$ cat config.mk
export PLATFORM = sky130hd
export DESIGN_NAME = mem_port_arbiter
export DESIGN_NICKNAME = d
export VERILOG_FILES = /design/src/rtl/riscv_mem_pkg.sv /design/src/rtl/arb_starve_cnt.sv /design/src/rtl/mem_port_arbiter.sv
export SDC_FILE = /design/constraint.sdc
export NUM_CORES = 1
export LEC_CHECK = 0
export ABC_AREA = 0
export CORE_MARGIN = 2
export CORE_UTILIZATION = 35
export CTS_CLUSTER_DIAMETER = 50
export CTS_CLUSTER_SIZE = 20
export DETAILED_ROUTE_END_ITERATION = 16
export GPL_TIMING_DRIVEN = 0
export PLACE_DENSITY = 0.86
export SLEW_MARGIN = 5
export SYNTH_ARGS = -nofsm -noshare
export SYNTH_HDL_FRONTEND = slang
export SYNTH_SLANG_ARGS = --single-unit
$ cat constraint.sdc
create_clock -name CLK -period 4.5 [get_ports CLK]
set_input_delay 1.35 -clock CLK [delete_from_list [all_inputs] [get_ports CLK]]
set_output_delay 1.35 -clock CLK [all_outputs]
set_load 0.02 [all_outputs]
$ cat src/rtl/riscv_mem_pkg.sv
// Shared definitions for the instruction/data SRAM port arbiter.
// Purely declarative: no latency and no flow control of its own.
package riscv_mem_pkg;

  localparam int DEF_AWIDTH       = 12;
  localparam int DEF_STARVE_LIMIT = 4;
  localparam int STARVE_W         = 3;
  localparam logic [STARVE_W-1:0] STARVE_MAX = 3'd7;

  // Operation issued to the SRAM in the previous cycle; drives RVALID steering.
  typedef enum logic [1:0] {
    IDLE = 2'd0,
    I_RD = 2'd1,
    D_RD = 2'd2,
    D_WR = 2'd3
  } arb_state_t;

endpackage

$ cat src/rtl/arb_starve_cnt.sv
// Counts consecutive cycles the I side loses to the D side, saturating at 7.
// Updates one cycle after the grant decision; no backpressure, never stalls.
module arb_starve_cnt
  import riscv_mem_pkg::*;
(
  input  logic                CLK,
  input  logic                RSTn,
  input  logic                i_req,
  input  logic                i_gnt,
  input  logic                d_gnt,
  output logic [STARVE_W-1:0] cnt
);

  always_ff @(posedge CLK or negedge RSTn) begin
    if (!RSTn) begin
      cnt <= '0;
    end else if (i_gnt || !i_req) begin
      cnt <= '0;
    end else if (d_gnt && (cnt != STARVE_MAX)) begin
      cnt <= cnt + 1'b1;
    end
  end

endmodule

$ cat src/rtl/mem_port_arbiter.sv
// Arbitrates I-fetch and D load/store onto one single-port SRAM; grants are combinational,
// read data returns 1 cycle after grant; a request simply waits (level held) while not granted.
module mem_port_arbiter
  import riscv_mem_pkg::*;
#(
  parameter int AWIDTH       = DEF_AWIDTH,
  parameter int STARVE_LIMIT = DEF_STARVE_LIMIT
) (
  input  logic              CLK,
  input  logic              RSTn,
  input  logic              I_REQ,
  input  logic [31:0]       I_ADDR,
  output logic              I_GNT,
  output logic              I_RVALID,
  output logic [31:0]       I_RDATA,
  input  logic              D_REQ,
  input  logic              D_WEN,
  input  logic [3:0]        D_BE,
  input  logic [31:0]       D_ADDR,
  input  logic [31:0]       D_WDATA,
  output logic              D_GNT,
  output logic              D_RVALID,
  output logic [31:0]       D_RDATA,
  output logic              MEM_CSN,
  output logic              MEM_WEN,
  output logic [3:0]        MEM_BE,
  output logic [AWIDTH-1:0] MEM_ADDR,
  output logic [31:0]       MEM_DI,
  input  logic [31:0]       MEM_DOUT
);

  localparam logic [STARVE_W-1:0] LIMIT = STARVE_W'(STARVE_LIMIT);

  arb_state_t          state;
  arb_state_t          state_nxt;
  logic [STARVE_W-1:0] starve_cnt;
  logic                i_force;
  logic [31:0]         i_rdata_q;
  logic [31:0]         d_rdata_q;
  logic                unused_addr_bits;

  assign unused_addr_bits = ^{I_ADDR[31:AWIDTH+2], I_ADDR[1:0],
                              D_ADDR[31:AWIDTH+2], D_ADDR[1:0]};

  assign i_force = (starve_cnt == LIMIT);

  arb_starve_cnt u_starve (
    .CLK   (CLK),
    .RSTn  (RSTn),
    .i_req (I_REQ),
    .i_gnt (I_GNT),
    .d_gnt (D_GNT),
    .cnt   (starve_cnt)
  );

  always_comb begin
    state_nxt = IDLE;
    I_GNT     = 1'b0;
    D_GNT     = 1'b0;
    MEM_CSN   = 1'b1;
    MEM_WEN   = 1'b1;
    MEM_BE    = 4'h0;
    MEM_ADDR  = '0;
    MEM_DI    = 32'h0;
    // Grants are masked while reset is held so requests cannot leak to the SRAM.
    if (RSTn) begin
      if (I_REQ && (!D_REQ || i_force)) begin
        I_GNT     = 1'b1;
        MEM_CSN   = 1'b0;
        MEM_ADDR  = I_ADDR[AWIDTH+1:2];
        state_nxt = I_RD;
      end else if (D_REQ) begin
        D_GNT     = 1'b1;
        MEM_CSN   = 1'b0;
        MEM_WEN   = D_WEN;
        MEM_BE    = D_BE;
        MEM_ADDR  = D_ADDR[AWIDTH+1:2];
        MEM_DI    = D_WDATA;
        state_nxt = D_WEN ? D_RD : D_WR;
      end
    end
  end

  always_ff @(posedge CLK or negedge RSTn) begin
    if (!RSTn) begin
      state <= IDLE;
    end else begin
      state <= state_nxt;
    end
  end

  always_ff @(posedge CLK or negedge RSTn) begin
    if (!RSTn) begin
      i_rdata_q <= 32'h0;
      d_rdata_q <= 32'h0;
    end else begin
      if (state == I_RD) i_rdata_q <= MEM_DOUT;
      if (state == D_RD) d_rdata_q <= MEM_DOUT;
    end
  end

  // The SRAM output is already registered, so it is forwarded during the valid
  // cycle and the local copy holds it until that port's next read returns.
  assign I_RVALID = (state == I_RD);
  assign D_RVALID = (state == D_RD);
  assign I_RDATA  = I_RVALID ? MEM_DOUT : i_rdata_q;
  assign D_RDATA  = D_RVALID ? MEM_DOUT : d_rdata_q;

endmodule

==> key figures <==
Synthesis
  – Synth Warn #: 0
  – Compound-cell area share of the yosys netlist: 5.255%
  – Synthesized net count: 365
  – Post-Synth Simple-Gate Area: 10.23%
  – Register area share after synthesis: 55.78%
  – Syn Area/Cell: 13.76 µm²
  – Synth Area in XOR/XNOR: 0%
  – Synthesized cell area: 3095 µm²
  – Syn Inst Count: 225
  – Post-synthesis mux area share: 23.28%
  – Adder-Cell Fraction of Synth Area: 1.213%
  – Post-synthesis register bit count: 69
  – Largest family of logic cells by synthesized area: multiplexers
  – Synth cell types: 23

Timing
  – Final period util: 97.04%
  – Unrepaired setup endpoints after global routing: no
  – Final hold slack: 0.4833 ns
  – Slew Viols, Final: 0
  – Slew headroom: 75.01%
  – Clk_skew: 0.009384 ns
  – Post-layout min period: 4.367 ns
  – Hold Fails Final Rpt: 0
  – Setup TNS: 0 ns
  – Final Setup Violations: 0
  – Slew @ Worst Pin: 0.3748 ns
  – FMAX: 229.0 MHz

Clock network
  – Hold buffer count at CTS: 0
  – Post-CTS setup buffer count: 0
  – Clock sink count: 69
  – Worst skew pair latency: 0.34 ns
  – Reg clk slew, reported paths: 0.07 ns
  – CTS tree: built
  – Clock buffer depth: 2
  – H-tree Lvls: 3
  – Clock buffer count from CTS: 9
  – Root Driver: clkbuf_8

Place
  – Port bufs: 214
  – Placed inst area: 5370 µm²
  – GPL Wtd Cong: 0.7528
  – Hpwl dp: 7.115 mm

Global route
  – First-pass GRT wire length: 14.65 mm
  – Vias in the first global route: 2,837
  – Largest net degree at the start of global routing: 75
  – GRT Residual Overflow: 0
  – Initial antenna violation count: 0
  – Global Route Usage Sum: 19.09%

Floorplanning
  – Core ar.: 8636 µm²
  – Die area: 9613 µm²
  – Die width: 98.05 µm
  – Chip Height: 98.05 µm
  – Initial core utilization: 35.84%
  – Num rows: 34
  – Ports: 255

Power
  – Worst vdd ir: 0.2496 mV
  – Leak: 0.002536 µW
  – Power Dens Cells: 367.8 nW/µm²

Worst setup path
  – Worst setup path category: input pin to primary output
  – Worst Path Required: 3.15 ns
  – Critical Path Stages: 7
  – Crit path max-delay family: buffers and inverters
  – Crit Path Max Fanout: 10
  – Buffers & Inverters on Critical Path: 4
  – Arr. time, crit path: 3.02 ns
  – Worst Reg2Reg Path Length in Cells: 5
  – Origin of the critical flop-to-flop path: u_starve.cnt[0]$_DFFE_PN0P_
  – Slack of the worst reg-to-reg path: 3.08 ns
  – Most used cell along the critical path: buf_6
  – CP Cell Sequence: clkdlybuf4s50_1, and3_4, nor2_4, buf_6, buf_6, and2_1, dlygate4sd2_1
  – Worst setup SP type: input pin
  – Worst Setup SP: I_REQ
  – Worst Setup EP: MEM_DI[16]
  – CP endpoint kind: primary output
  – Worst path slowest cell: clkdlybuf4s50_1
  – R2r endpoint: u_starve.cnt[2]$_DFFE_PN0P_
  – Slowest stage delay, CP: 0.50 ns

Cells and area
  – Share of layout cells above drive strength 1: 9.011%
  – Final core occ: 64.30%
  – # fillers: 704
  – Post-layout instance area: 5553 µm²
  – Number of diodes: 0
  – Final net count: 590
  – Area growth, synth to finish: 79.39%

Detailed routing
  – Drt via density: 4.705
  – Vias: 2,649
  – Residual DRC: 0
  – Per-cell routed wire length: 16.18 µm
  – Post-Route WL: 9.109 mm
  – DRT Pass-1 Iters: 4
  – Post-DRT Antenna Nets: 0
  – DRT iter0 DRCs: 46

Run status
  – Status: finished clean

Run
  – Maxcap violations: 0

Worst hold path
  – HP Class: register to register
[cell type report]
class	instances	area, µm²	area share (%)
flip-flops and latches	69	1727	31.10
repair buffers	214	2101	37.83
plain buffers	14	122.6	2.208
clock inverters	4	53.80	0.9689
multi-input cells	139	1237	22.28
clock buffers	12	165.2	2.974
well taps	108	135.1	2.434
inverters	3	11.26	0.2028
[through the flow]
| step | instances | total power, µW | setup slack (ns) |
|---|---|---|---|
| after detailed placement | 547 | 1538 | -0.4837 |
| after floorplan | 225 | 1120 | 0.9998 |
| after CTS | 563 | 2065 | 0.004784 |
| after global routing | 563 | 2139 | 0.02396 |
| after global placement | 547 | 1518 | -2.693 |
| final | 563 | 2042 | 0.1332 |
[registers in the layout, indices dropped and copies added, names as in the netlist]
register	count
state	2
i_rdata_q	32
d_rdata_q	32
u_starve.cnt	3
[cells by family (layout without fill, tap and decap cells)]
group / Yosys count / in the layout
and+or+nand+nor: 50 / 50
muxes: 64 / 64
AOI/OAI and AO/OA: 22 / 22
buffers and inverters: 17 / 247
adders and majority gates: 3 / 3
DFF: 69 / 69
[worst min path at each step]
stage,slack (ns),cells past startpoint,from,end
after floorplan,0.54,2,u_starve.cnt[0]$_DFFE_PN0P_,u_starve.cnt[0]$_DFFE_PN0P_
after global placement,0.46,1,i_rdata_q[23]$_DFF_PN0_,i_rdata_q[23]$_DFF_PN0_
after detailed placement,0.47,1,i_rdata_q[17]$_DFF_PN0_,i_rdata_q[17]$_DFF_PN0_
after CTS,0.49,1,i_rdata_q[17]$_DFF_PN0_,i_rdata_q[17]$_DFF_PN0_
after global routing,0.50,1,i_rdata_q[23]$_DFF_PN0_,i_rdata_q[23]$_DFF_PN0_
final,0.48,1,i_rdata_q[17]$_DFF_PN0_,i_rdata_q[17]$_DFF_PN0_
[synthesized netlist by cell type]
library cell  number  area, µm²
o21ai_0            5      25.02
buf_6              8      90.09
dfrtp_1           69       1727
and3b_1            1      8.760
and2_1            36      225.2
nor2_2             1      6.260
buf_2              6      30.03
nand2b_1           1      6.260
nor2b_1            1      6.260
mux2_2             6      67.56
inv_1              3      11.26
a21oi_1            3      15.01
and3_4             1      11.26
ha_1               3      37.54
nand3_1            4      20.02
mux2_1            58      653.1
a21boi_2           1      11.26
nand2_1            2      7.510
a22o_1            12      105.1
or3_1              1      6.260
nand3b_1           1      7.510
o22ai_1            1      6.260
nor2_4             1      11.26
[cell usage in the layout (no fill, tap or decap), drive strengths merged, types with 2 or more instances in the layout]
cell and n:
mux2 64, dlymetal6s2s 3, buf 15, a22o 12, o21ai 5, ha 3
and2 36, clkinvlp 2, inv 4, nand2 2, clkbuf 12, a21oi 3
dlygate4sd2 47, nand3 4, nor2 2, dfrtp 69, clkdlybuf4s50 163
[power breakdown]
part           switching [µW]  internal, µW
Combinational             362           384
Clock                     231           303
Sequential               27.1           736
Total                     620          1420
[layer usage]
metal	share of wire, %	track usage (%)	up-vias
met3	5.9	5.512	7
li1	-	-	1232
met1	43	25.10	1310
met5	0	0	-
met2	51	31.66	100
met4	0.88	3.953	0
[what timing repair did]
action                                  in CTS  in global routing
resized for setup                           50                  4
gates cloned                                 0                  0
endpoints found under the setup margin      51                  3
(Power assumes the default switching activity.)
